==> config.mk <==
export PLATFORM = sky130hd
export DESIGN_NAME = fetch_unit
export DESIGN_NICKNAME = d
export VERILOG_FILES = /design/src/rtl/core_pkg.sv /design/src/rtl/fetch_fifo.sv /design/src/rtl/fetch_unit.sv
export SDC_FILE = /design/constraint.sdc
export NUM_CORES = 1
export LEC_CHECK = 0
export BUFFER_PORTS_ARGS = -buffer_cell sky130_fd_sc_hd__buf_2
export CAP_MARGIN = 5
export CORE_MARGIN = 1.5
export CORE_UTILIZATION = 35
export CTS_BUF_LIST = sky130_fd_sc_hd__clkbuf_4
export CTS_CLUSTER_DIAMETER = 60
export DETAILED_ROUTE_END_ITERATION = 10
export PLACE_DENSITY = 0.59
export SYNTH_ARGS = -nofsm -noshare
export SYNTH_HDL_FRONTEND = slang
export SYNTH_SLANG_ARGS = --single-unit
==> constraint.sdc <==
create_clock -name clk -period 5.46 [get_ports clk]
set_clock_uncertainty 0.1 [all_clocks]
set_input_delay 0.546 -clock clk [delete_from_list [all_inputs] [get_ports clk]]
set_output_delay 0.546 -clock clk [all_outputs]
set_load 0.1 [all_outputs]
==> src/rtl/core_pkg.sv <==
// rtl/core_pkg.sv - shared constants, opcodes and fetch queue entry type for the 5-bit-opcode core
package core_pkg;

    localparam int XLEN = 32;

    localparam logic [XLEN-1:0] INS_BUBBLE       = 32'h0000_0000;
    localparam logic [XLEN-1:0] INS_BYTES        = 32'd4;
    localparam logic [XLEN-1:0] DEFAULT_RESET_PC = 32'h0000_0000;
    localparam logic [XLEN-1:0] PC_ALIGN_MASK    = 32'hFFFF_FFFC;

    localparam logic [4:0] OP_NOP  = 5'b00000;
    localparam logic [4:0] OP_BLT  = 5'b10001;
    localparam logic [4:0] OP_BEQ  = 5'b10010;
    localparam logic [4:0] OP_JAL  = 5'b10011;
    localparam logic [4:0] OP_JALR = 5'b10100;

    typedef struct packed {
        logic [XLEN-1:0] pc;
        logic [XLEN-1:0] ins;
    } fetch_entry_t;

endpackage

==> src/rtl/fetch_fifo.sv <==
// rtl/fetch_fifo.sv - DEPTH x WIDTH synchronous FIFO with push/pop/flush and occupancy outputs
module fetch_fifo #(
    parameter int DEPTH = 2,
    parameter int WIDTH = 64
) (
    input  logic                     clk,
    input  logic                     rst_n,
    input  logic                     i_push,
    input  logic [WIDTH-1:0]         i_data,
    input  logic                     i_pop,
    input  logic                     i_flush,
    output logic [WIDTH-1:0]         o_data,
    output logic [$clog2(DEPTH):0]   o_count,
    output logic                     o_empty,
    output logic                     o_full
);

    localparam int AW = $clog2(DEPTH);
    localparam logic [AW:0] DEPTH_W = (AW+1)'(DEPTH);

    logic [WIDTH-1:0] r_mem [DEPTH];
    logic [AW-1:0]    r_wr_ptr;
    logic [AW-1:0]    r_rd_ptr;
    logic [AW:0]      r_count;
    logic             w_do_push;
    logic             w_do_pop;

    assign o_empty   = (r_count == '0);
    assign o_full    = (r_count == DEPTH_W);
    assign o_count   = r_count;
    assign o_data    = r_mem[r_rd_ptr];
    assign w_do_push = i_push & ~o_full & ~i_flush;
    assign w_do_pop  = i_pop & ~o_empty & ~i_flush;

    // Flush wins over any same-cycle push or pop.
    always_ff @(posedge clk or negedge rst_n) begin
        if (!rst_n) begin
            r_wr_ptr <= '0;
            r_rd_ptr <= '0;
            r_count  <= '0;
        end else if (i_flush) begin
            r_wr_ptr <= '0;
            r_rd_ptr <= '0;
            r_count  <= '0;
        end else begin
            if (w_do_push) r_wr_ptr <= r_wr_ptr + AW'(1);
            if (w_do_pop)  r_rd_ptr <= r_rd_ptr + AW'(1);
            case ({w_do_push, w_do_pop})
                2'b10:   r_count <= r_count + (AW+1)'(1);
                2'b01:   r_count <= r_count - (AW+1)'(1);
                default: r_count <= r_count;
            endcase
        end
    end

    always_ff @(posedge clk) begin
        if (w_do_push) r_mem[r_wr_ptr] <= i_data;
    end

endmodule

==> src/rtl/fetch_unit.sv <==
// rtl/fetch_unit.sv - instruction fetch stage with prefetch queue and IF/ID register; FETCH_PERF_EN adds perf counters
module fetch_unit
    import core_pkg::*;
#(
    parameter logic [XLEN-1:0] RESET_PC = DEFAULT_RESET_PC,
    parameter int              QDEPTH   = 2
) (
    input  logic            clk,
    input  logic            rst_n,
    output logic            imem_req_valid,
    output logic [XLEN-1:0] imem_req_addr,
    input  logic            imem_req_ready,
    input  logic            imem_rsp_valid,
    input  logic [XLEN-1:0] imem_rsp_data,
    input  logic            redirect_valid,
    input  logic [XLEN-1:0] redirect_pc,
    input  logic            stall,
    output logic            ifid_valid,
    output logic [XLEN-1:0] ifid_pc,
    output logic [XLEN-1:0] ifid_ins
`ifdef FETCH_PERF_EN
    ,
    output logic [31:0]     perf_bubble_cnt,
    output logic [31:0]     perf_flush_cnt
`endif
);

    localparam int CW = $clog2(QDEPTH) + 1;
    localparam logic [CW:0] QDEPTH_W = (CW+1)'(QDEPTH);

    logic [XLEN-1:0] r_pc;
    logic [CW-1:0]   r_discard;
    logic            r_ifid_valid;
    logic [XLEN-1:0] r_ifid_pc;
    logic [XLEN-1:0] r_ifid_ins;

    logic            w_req_fire;
    logic            w_rsp_fire;
    logic            w_drop;
    logic            w_push;
    logic            w_pop;
    logic            w_load;
    logic [CW-1:0]   w_out_next;
    logic [CW:0]     w_credit_used;

    logic [CW-1:0]   w_af_count;
    logic            w_af_empty;
    logic            w_af_full;
    logic [XLEN-1:0] w_af_addr;

    logic [CW-1:0]   w_q_count;
    logic            w_q_empty;
    logic            w_q_full;
    fetch_entry_t    w_q_head;
    fetch_entry_t    w_q_in;

    // The in-flight address FIFO occupancy is the outstanding request count.
    assign w_credit_used  = {1'b0, w_af_count} + {1'b0, w_q_count};
    assign imem_req_valid = rst_n & ~w_af_full & (w_credit_used < QDEPTH_W);
    assign imem_req_addr  = r_pc;
    assign w_req_fire     = imem_req_valid & imem_req_ready;
    assign w_rsp_fire     = imem_rsp_valid & ~w_af_empty;
    assign w_out_next     = w_af_count + CW'(w_req_fire) - CW'(w_rsp_fire);

    assign w_drop = (r_discard != '0) | redirect_valid;
    assign w_push = w_rsp_fire & ~w_drop & ~w_q_full;
    assign w_load = ~stall & ~redirect_valid;
    assign w_pop  = w_load & ~w_q_empty;

    assign w_q_in.pc  = w_af_addr;
    assign w_q_in.ins = imem_rsp_data;

    fetch_fifo #(
        .DEPTH (QDEPTH),
        .WIDTH (XLEN)
    ) u_addr_fifo (
        .clk     (clk),
        .rst_n   (rst_n),
        .i_push  (w_req_fire),
        .i_data  (r_pc),
        .i_pop   (w_rsp_fire),
        .i_flush (1'b0),
        .o_data  (w_af_addr),
        .o_count (w_af_count),
        .o_empty (w_af_empty),
        .o_full  (w_af_full)
    );

    fetch_fifo #(
        .DEPTH (QDEPTH),
        .WIDTH ($bits(fetch_entry_t))
    ) u_prefetch_q (
        .clk     (clk),
        .rst_n   (rst_n),
        .i_push  (w_push),
        .i_data  (w_q_in),
        .i_pop   (w_pop),
        .i_flush (redirect_valid),
        .o_data  (w_q_head),
        .o_count (w_q_count),
        .o_empty (w_q_empty),
        .o_full  (w_q_full)
    );

    // A request accepted in the redirect cycle still targets the old path, so it is discarded too.
    always_ff @(posedge clk or negedge rst_n) begin
        if (!rst_n) begin
            r_pc      <= RESET_PC;
            r_discard <= '0;
        end else begin
            if (redirect_valid) begin
                r_pc      <= redirect_pc & PC_ALIGN_MASK;
                r_discard <= w_out_next;
            end else begin
                if (w_req_fire) r_pc <= r_pc + INS_BYTES;
                if (w_rsp_fire && (r_discard != '0)) r_discard <= r_discard - CW'(1);
            end
        end
    end

    always_ff @(posedge clk or negedge rst_n) begin
        if (!rst_n) begin
            r_ifid_valid <= 1'b0;
            r_ifid_pc    <= '0;
            r_ifid_ins   <= INS_BUBBLE;
        end else if (redirect_valid) begin
            r_ifid_valid <= 1'b0;
            r_ifid_ins   <= INS_BUBBLE;
        end else if (!stall) begin
            if (!w_q_empty) begin
                r_ifid_valid <= 1'b1;
                r_ifid_pc    <= w_q_head.pc;
                r_ifid_ins   <= w_q_head.ins;
            end else begin
                r_ifid_valid <= 1'b0;
                r_ifid_ins   <= INS_BUBBLE;
            end
        end
    end

    assign ifid_valid = r_ifid_valid;
    assign ifid_pc    = r_ifid_pc;
    assign ifid_ins   = r_ifid_ins;

`ifdef FETCH_PERF_EN
    logic [31:0] r_perf_bubble;
    logic [31:0] r_perf_flush;

    always_ff @(posedge clk or negedge rst_n) begin
        if (!rst_n) begin
            r_perf_bubble <= '0;
            r_perf_flush  <= '0;
        end else begin
            if (w_load && w_q_empty) r_perf_bubble <= r_perf_bubble + 32'd1;
            if (redirect_valid)      r_perf_flush  <= r_perf_flush + 32'd1;
        end
    end

    assign perf_bubble_cnt = r_perf_bubble;
    assign perf_flush_cnt  = r_perf_flush;
`endif

endmodule

* After elaboration in Yosys (flattened, before gate mapping) *
Memories as Yosys holds them, arrays and structs flattened.
Index checks and enable logic that the tools add are counted.

storage, ports and cells
  bits in registers = 107
  bits in latches = 0
  RAM bits = 192
  ROM bits = 0
  input port bits = 70
  output and inout port bits = 98
  memories kept = 2

memory list
  memory              depth  bits a word  rd ports  clocked after memory_dff  wr ports  line              source
  u_prefetch_q.r_mem  2      64           1         0                         1         fetch_fifo.sv:21  logic [WIDTH-1:0] r_mem [DEPTH];
  u_addr_fifo.r_mem   2      32           1         0                         1         fetch_fifo.sv:21

operators by class
  $add $sub $neg = 13
  multiply operators = 0
  div/mod/pow operators = 0
  order comparisons = 1
  equal/unequal tests = 7
  shift-type cells = 0
  muxes and demuxes = 21
  bitwise logic cells = 22
  reductions and logical operators = 11

operators with widths
  kind                                                 number
  2-to-1 mux 32 bit                                    5
  adder 32 x 3 -> 32 bit, second input constant        1
  bitwise AND 1 bit                                    14
  nonzero test 2 bit                                   6
  2-to-1 mux 1 bit                                     11
  equality test 2 bit, second input constant           4
  one-hot mux 2 bit (2 select lines)                   2
  inverter 1 bit                                       7
  2-to-1 mux 2 bit                                     3
  subtractor 2 x 1 -> 2 bit, second input constant     3
  adder 1 bit, second input constant                   4
  adder 2 x 1 -> 2 bit, second input constant          2
  equality test 2 x 1 -> 1 bit, second input constant  2
  logical NOT 2 bit                                    2
  adder 2 x 2 -> 3 bit                                 1
  < comparator 3 x 2 -> 1 bit, second input constant   1
  AND reduction 3 bit                                  1
  nonzero test 3 bit                                   1
  adder 2 x 1 -> 2 bit                                 1
  inequality test 2 bit, second input constant         1
  subtractor 2 x 1 -> 2 bit                            1
  logical AND 1 bit                                    1
  OR 1 bit                                             1

* Depth between registers and ports, before layout *
Gate-level depths: netlist (run 1).

  depth in word-level cells = 10
  depth in mapped cells = 12

* By module *
Synthesis (run 1) repeated with hierarchy kept, for this count alone.

unflattened totals
  cells, all modules = 729
  area, all modules = 11796.3 µm²

by module, submodules not included
  module                     instances  cells each  area each (µm²)  seq. area each (µm²)
  fetch_fifo (u_prefetch_q)  1          224         4819.6           3943.8
  fetch_unit                 1          380         4455.5           2427.3
  fetch_fifo (u_addr_fifo)   1          125         2521.2           2021.9

* Worst setup path after synthesis (run 1) *
No wires, ideal clock.

  kind = reg-to-output
  start point = reg u_addr_fifo.r_count[0], in the netlist u_addr_fifo.o_count[0]
  end point = out imem_req_valid
  data arrival time = 4254 ps
  required time = 4814 ps
  slack = 560 ps
  cell stages (with the launch flop) = 4
  buffers on the path = 0
  cells stage by stage = dfrtp_1 > and2_1 > fa_1 > nor4b_1

on the way
  word-level cells in the longest chain between the ends = 4
  elaborated cells on any way between the ends = 6
  classes of those cells = add/sub (1); order compare (1); eq/ne (1); bitwise (3)

RTL lines
  element                                                       line              source
  from (decl)                                                   fetch_fifo.sv:24  logic [AW:0] r_count;
  from (signal assigned)                                        fetch_fifo.sv:49  2'b10: r_count <= r_count + (AW+1)'(1);
  from (signal assigned)                                        fetch_fifo.sv:50  2'b01: r_count <= r_count - (AW+1)'(1);
  from (signal assigned)                                        fetch_fifo.sv:51  default: r_count <= r_count;
  branches (longest 3 deep; another with adder 2 x 2 -> 3 bit)  n/a
  bitwise AND 1 bit (*)                                         fetch_unit.sv:59  assign imem_req_valid = rst_n & ~w_af_full & (w_credit_used < QDEPTH_W);
  to (decl)                                                     fetch_unit.sv:10  output logic imem_req_valid,

Every way passes the cells marked *.

* Worst setup path in the final report (run 1) *
Ends and elaborated chain as after synthesis.

==> results of run 1 <==
-- metrics by stage --
step                hold WS, ns  instance area, µm²  cells  total power, mW  setup WS, ns
global route              0.119               14000   1496             7.14          2.02
detailed placement        0.365               12400   1286             4.90          2.11
global placement          0.356               12400   1286             4.87          2.19
CTS                      0.0570               14000   1495             6.91          2.07
floorplan                 0.150               11100    752             4.47         0.560
finish                    0.148               14000   1496             6.79          2.19
-- Yosys cell counts (5+ instances only) --
| cell | n | area [µm²] |
|---|---|---|
| sky130_fd_sc_hd__xnor2_1 | 24 | 210 |
| sky130_fd_sc_hd__nand3_1 | 13 | 65.1 |
| sky130_fd_sc_hd__mux2i_1 | 63 | 631 |
| sky130_fd_sc_hd__and3_1 | 7 | 43.8 |
| sky130_fd_sc_hd__nor2_1 | 9 | 33.8 |
| sky130_fd_sc_hd__ha_1 | 5 | 62.6 |
| sky130_fd_sc_hd__buf_1 | 8 | 30.0 |
| sky130_fd_sc_hd__clkbuf_1 | 23 | 86.3 |
| sky130_fd_sc_hd__and4_1 | 5 | 43.8 |
| sky130_fd_sc_hd__o21ai_0 | 96 | 480 |
| sky130_fd_sc_hd__dfrtp_1 | 103 | 2580 |
| sky130_fd_sc_hd__mux2_2 | 32 | 360 |
| sky130_fd_sc_hd__xor2_1 | 15 | 131 |
| sky130_fd_sc_hd__nand2_1 | 99 | 372 |
| sky130_fd_sc_hd__edfxtp_1 | 184 | 5530 |
| sky130_fd_sc_hd__inv_1 | 8 | 30.0 |
| sky130_fd_sc_hd__nand4_1 | 12 | 75.1 |
-- power breakdown --
group | internal (mW) | total (mW) | switching (mW)
clock | 1.05 | 1.92 | 0.877
combinational | 0.445 | 2.01 | 1.56
sequential | 2.67 | 2.87 | 0.198
-- state kept, by name, indices dropped and copies added (netlist names), 2 cells and up --
name / count
u_addr_fifo.o_count: 2
ifid_ins: 32
r_discard: 2
u_prefetch_q.o_count: 2
ifid_pc: 30
u_addr_fifo.r_mem: 60
imem_req_addr: 30
u_prefetch_q.r_mem: 124
-- layout make-up --
cell class	count	area [µm²]	area share
antenna	1	2.50	0.000178
clock buffer	111	833	0.0593
clock inverter	35	205	0.0146
inverter	9	36.3	0.00258
multi-input combinational	419	2860	0.204
sequential	287	8110	0.577
tap	402	503	0.0358
timing repair buffer	232	1500	0.107
-- how the worst max path moves through the flow --
stage	to	slack (ns)	depth (start not counted)
6_report	imem_req_valid	2.19	4
3_3_place_gp	u_prefetch_q.r_mem[0][28]	2.19	5
4_1_cts	imem_req_valid	2.07	4
3_5_place_dp	u_prefetch_q.r_mem[0][24]	2.11	5
2_1_floorplan	imem_req_valid	0.56	3
5_1_grt	imem_req_valid	2.02	4
-- kinds of logic after synthesis --
logic type               after synthesis
AND/OR/NAND/NOR                      176
buffers and inverters                 46
flip-flops                           287
multiplexers                          95
adder cells (fa/ha/maj)                6
AO/OA/AOI/OAI                         99
XOR/XNOR                              39
other                                  1
-- timing repair --
action	in CTS	in global routing
endpoints found under the hold margin	149	0
setup endpoints to repair	0	0
hold buffers	63	0
-- worst register-to-register path, delay by kind of cell (launching register included) --
family | cells | cell delay, ns
xor+xnor | 1 | 0.17
fa+ha+maj | 1 | 0.50
flops | 1 | 0.46
mux | 1 | 0.25
simple gates | 4 | 1.56
-- layer usage --
layer  GRT usage  vias up  share of wire
li1            -     3351              -
met1       0.175     3342           0.44
met2       0.245      221           0.48
met3      0.0409       40          0.056
met4      0.0690        0          0.026
met5           0        -              0
==> out/qor.txt, run 1 <==
synthesized area divided by synthesized cell count: 14.8 µm²
nets@finish: 1103
critical-path maximum fanout: 7
routed vias: 6954
reg-to-reg endpoint: imem_req_addr[22]
number of max-cap violations: 0
R2R Setup Slk: 2.31 ns
GRT Util Overall: 0.147
Crit Path Category: reg -> out
reg2reg start: u_addr_fifo.o_count[0]
top achievable clock speed: 0.305 GHz
hold crit path type: in -> reg
initial core utilization: 0.354
Detailed Route Iter0 Violations: 234
crit end category: output pin
vias in the first global route: 7142
run status: complete, no violations
setup repair after global routing missed its margin: false
Vias per Instance: 4.65
Critical Path Slowest Stage Cell: sky130_fd_sc_hd__fa_1
clock tree root driver cell: sky130_fd_sc_hd__clkbuf_4
fraction of final layout cells with drive strength greater than 1: 0.312
count of flip-flops with a built-in enable after synthesis: 184
Ys Warns: 0
number of antenna-violating nets in the routed design: 0
Data arrival, critical path: 2.63 ns
routed wire length: 23.8 mm
Finished Core Util: 0.447
most common cell after layout, fill and taps aside: sky130_fd_sc_hd__edfxtp_1
Core Area: 0.0314 mm²
Leakage: 5.54 nW
portion of the clock cycle consumed by the worst path in the final layout: 0.600
die height: 181 µm
compound-cell area share of the yosys netlist: 0.0448
reg2reg path depth: 7
Adder-Cell Fraction of Synth Area: 0.00743
total CTS buffers: 78
beginning of the critical path: u_addr_fifo.o_count[0]
clock tree from TritonCTS: built
port bufs: 161
dpl hpwl: 14.3 mm
Critical Path Max Stage Delay: 0.50 ns
Worst Path Buf+Inv: 1
layout filler cell count: 2913
grt ovf: 0
largest family of logic cells by synthesized area: multiplexers
PD cells: 484 mW/mm²
Max Root-Sink Buffers: 3
Worst-Margin Slew: 0.942 ns
kind of cell adding the most delay to the critical path: simple AND/OR/NAND/NOR gates
number of design rule violations left after detail routing: 0
post-synthesis register bit count: 287
worst slew slack as a fraction of its limit: 0.372
number of levels the H-tree was split into: 3
simple-gate portion of the synthesized area: 0.0810
IO Count: 168
first-pass GRT wire length: 37.3 mm
count of cells along the worst hold path: 3
area of the die: 0.0328 mm²
gp weighted congestion: 0.768
post-synthesis cell type count: 42
number of sinks on the clock net: 287
count of final setup violators: 0
post-synthesis share of cell area spent on xor and xnor gates: 0.0307
Sum Neg Setup Slack: 0 ns
number of cells upsized or downsized after cts: 0
clock transition at the register clock pins on the worst setup and hold paths after CTS: 0.06 ns
Worst Hold Path EP: u_prefetch_q.o_count[1]
Primary FF master, synth: sky130_fd_sc_hd__edfxtp_1
sequential element share of the synthesized area: 0.729
post-detailed-route wirelength per cell: 15.9 µm
max-slew violation total from the final report: 0
largest net degree at the start of global routing: 96
Worst setup SP type: register
multiplexer share of the synthesized area: 0.0892
ordered list of cells on the worst path: and2_1 > fa_1 > nor4b_1 > buf_2
startpoint of the most critical hold path: stall
WP data required: 4.81 ns
standard-cell row count: 65
worst vdd rail ir drop: 0.000285 V
number of buffers added for setup after CTS: 0
Gate Count Post-Synth: 749
clock latency on the worst-skew pair: 0.66 ns
count of endpoints failing hold in the final timing report: 0
Post-synth ARST share: 0.359
die extent in x: 181 µm
antenna violations before repair: 1
clock period minus worst slack: 3.27 ns
Syn Std Cell Area: 0.0111 mm²
area growth from synthesis to final layout: 26.4%
commonest cells after routing, fill and taps aside: sky130_fd_sc_hd__edfxtp_1 (184), sky130_fd_sc_hd__buf_2 (160), sky130_fd_sc_hd__clkbuf_4 (111), sky130_fd_sc_hd__dfrtp_1 (102), sky130_fd_sc_hd__nand2_1 (99)
first-pass iteration count of the detailed router: 4
Note: power is estimated with default switching activity, not from simulation.
==> run 2: changes to the inputs <==
--- a/config.mk
+++ b/config.mk
@@ -5,6 +5,7 @@
 export SDC_FILE = /design/constraint.sdc
 export NUM_CORES = 1
 export LEC_CHECK = 0
+export ABC_AREA = 1
 export BUFFER_PORTS_ARGS = -buffer_cell sky130_fd_sc_hd__buf_2
 export CAP_MARGIN = 5
 export CORE_MARGIN = 1.5
==> constraint.sdc (replaced) <==
create_clock -name clk -period 3.2 [get_ports clk]
set_clock_uncertainty 0.1 [all_clocks]
set_input_delay 0.32 -clock clk [delete_from_list [all_inputs] [get_ports clk]]
set_output_delay 0.32 -clock clk [all_outputs]
set_load 0.1 [all_outputs]
==> out/qor.txt, run 2 <==
run status: complete, no violations
number of design rule violations left after detail routing: 0
area of the die: 0.0349 mm²
count of flip-flops with a built-in enable after synthesis: 184
first-pass iteration count of the detailed router: 5
post-synthesis cell type count: 38
vias in the first global route: 8290
area share of the largest cell type after synthesis: 0.467
register name with the most flops: u_prefetch_q.r_mem
total power: 13.2 mW
flip-flop count of the largest register after layout: 124
initial core utilization: 0.355
library cell occupying the most area in the post-synthesis netlist: sky130_fd_sc_hd__edfxtp_1
Detailed Route Iter0 Violations: 389
fraction of final layout cells with drive strength greater than 1: 0.249
total internal power: 7.41 mW
clock period minus worst slack: 2.88 ns
port bufs: 161
Leakage: 6.26 nW
number of levels the H-tree was split into: 3
die extent in x: 187 µm
setup repair after global routing missed its margin: false
leading cell types by count after synthesis: sky130_fd_sc_hd__nand2_1 (316), sky130_fd_sc_hd__edfxtp_1 (184), sky130_fd_sc_hd__dfrtp_1 (103), sky130_fd_sc_hd__nor2_1 (76), sky130_fd_sc_hd__nand3_1 (73)
antenna violations before repair: 1
R2R Setup Slk: 0.61 ns
number of buffers added for setup after CTS: 0
Worst-Margin Slew: 0.931 ns
largest net degree at the start of global routing: 57
clock transition at the register clock pins on the worst setup and hold paths after CTS: 0.06 ns
count of final setup violators: 0
Gate Count Post-Synth: 1046
top achievable clock speed: 0.347 GHz
Ys Warns: 0
Vias per Instance: 4.55
worst vdd rail ir drop: 0.000468 V
ranking of synthesized cells by area: sky130_fd_sc_hd__edfxtp_1 (47%), sky130_fd_sc_hd__dfrtp_1 (22%), sky130_fd_sc_hd__nand2_1 (10%), sky130_fd_sc_hd__nand3_1 (3.1%), sky130_fd_sc_hd__mux2i_1 (2.7%)
crit end category: output pin
max-slew violation total from the final report: 0
Syn Std Cell Area: 0.0118 mm²
standard-cell row count: 67
Primary FF master, synth: sky130_fd_sc_hd__edfxtp_1
Worst setup SP type: register
area growth from synthesis to final layout: 24.9%
hold crit path type: in -> reg
count of cells along the worst hold path: 4
synthesized area divided by synthesized cell count: 11.3 µm²
Data arrival, critical path: 2.46 ns
routed wire length: 27.4 mm
post-synthesis register bit count: 287
total CTS buffers: 78
portion of the clock cycle consumed by the worst path in the final layout: 0.899
clock tree root driver cell: sky130_fd_sc_hd__clkbuf_4
startpoint of the most critical hold path: imem_req_ready
critical-path maximum fanout: 9
commonest cells after routing, fill and taps aside: sky130_fd_sc_hd__nand2_1 (316), sky130_fd_sc_hd__edfxtp_1 (184), sky130_fd_sc_hd__buf_2 (160), sky130_fd_sc_hd__clkbuf_4 (124), sky130_fd_sc_hd__dfrtp_1 (102)
reg-to-reg endpoint: r_discard[1]
routed vias: 8352
dpl hpwl: 17.4 mm
worst slew slack as a fraction of its limit: 0.378
grt ovf: 0
number of antenna-violating nets in the routed design: 0
Sum Neg Setup Slack: 0 ns
layout filler cell count: 3246
count of endpoints failing hold in the final timing report: 0
GRT Util Overall: 0.159
clock tree from TritonCTS: built
IO Count: 168
WP data required: 2.78 ns
clock latency on the worst-skew pair: 0.66 ns
switching share of power: 0.439
Worst Hold Path EP: u_addr_fifo.o_count[0]
Post-synth ARST share: 0.359
hold buffer count at CTS: 64
number of sinks on the clock net: 287
leading cell type by number of instances after synthesis: sky130_fd_sc_hd__nand2_1
clock group share of total power: 0.248
number of max-cap violations: 0
nets@finish: 1402
reg2reg start: u_addr_fifo.o_count[0]
most common cell after layout, fill and taps aside: sky130_fd_sc_hd__nand2_1
part of the total power dissipated in sequential elements: 0.388
die height: 187 µm
Core Area: 0.0334 mm²
reg2reg path depth: 12
Combinational Power Share: 0.364
number of cells upsized or downsized after cts: 0
switching power of the nets: 5.80 mW
first-pass GRT wire length: 43.8 mm
Max Root-Sink Buffers: 3
gp weighted congestion: 0.778
sequential element share of the synthesized area: 0.685
Crit Path Category: reg -> out
post-detailed-route wirelength per cell: 14.9 µm
PD cells: 893 mW/mm²
[run 2: cells by family after synthesis]
group	synth area share
fa+ha+maj	0.00698
flops	0.685
simple gates	0.177
buf+inv	0.0423
xor+xnor	0.0133
compound gates	0.0484
mux	0.0271
other cells	0.000317
[run 2: stage by stage]
step                      hold slack [ns]   util  cells  cell area, µm²  setup WS, ns
final                              0.0734  0.443   1834           14800         0.322
after floorplan                   -0.0756      -   1049           11800        -0.871
after CTS                         0.00394  0.443   1833           14800         0.252
after detailed placement            0.399  0.393   1630           13100         0.604
after global routing               0.0541  0.443   1834           14800         0.119
after global placement              0.389  0.393   1630           13100         0.654
[run 2: worst max-delay path by stage]
stage                      startpoint                  endpoint  slack [ns]  cells past startpoint
6_report       u_addr_fifo.o_count[0]            imem_req_valid        0.32                      6
3_3_place_gp   u_addr_fifo.o_count[0]              r_discard[1]        0.65                     12
4_1_cts        u_addr_fifo.o_count[0]            imem_req_valid        0.25                      6
3_5_place_dp   u_addr_fifo.o_count[0]              r_discard[1]        0.60                     12
2_1_floorplan            r_discard[0]  u_prefetch_q.r_mem[0][0]       -0.87                      6
5_1_grt        u_addr_fifo.o_count[0]            imem_req_valid        0.12                      6
[run 2: metal layers]
metal / vias up / share of wire / global-route usage
met5: - / 0 / 0
met4: 0 / 0.026 / 0.0661
met3: 57 / 0.061 / 0.0371
met2: 276 / 0.46 / 0.250
met1: 3886 / 0.45 / 0.211
li1: 4133 / - / -
[run 2: cell type report]
type	instances	area (µm²)	area share
clock buffers	124	931	0.0630
inverters	62	238	0.0161
diodes	1	2.50	0.000169
clock inverters	15	83.8	0.00567
multi-input cells	653	3260	0.220
repair buffers	244	1600	0.109
flip-flops and latches	287	8100	0.548
well taps	448	561	0.0379
[run 2: critical path, cell delays in order, from the launching register on]
cell                       delay [ns]
sky130_fd_sc_hd__dfrtp_1         0.51
sky130_fd_sc_hd__nand2_1         0.09
sky130_fd_sc_hd__inv_1           0.07
sky130_fd_sc_hd__fa_1            0.43
sky130_fd_sc_hd__nand3b_1        0.17
sky130_fd_sc_hd__nor2_1          0.10
sky130_fd_sc_hd__buf_2           0.45
[run 2: power by group through the flow]
stage	Combinational, mW	Sequential [mW]	Clock, mW
finish	4.81	5.12	3.27
global placement	4.73	5.17	0
floorplan	1.52	7.44	0
detailed placement	4.79	5.19	0
CTS	4.86	5.12	3.40
global route	5.12	5.19	3.62
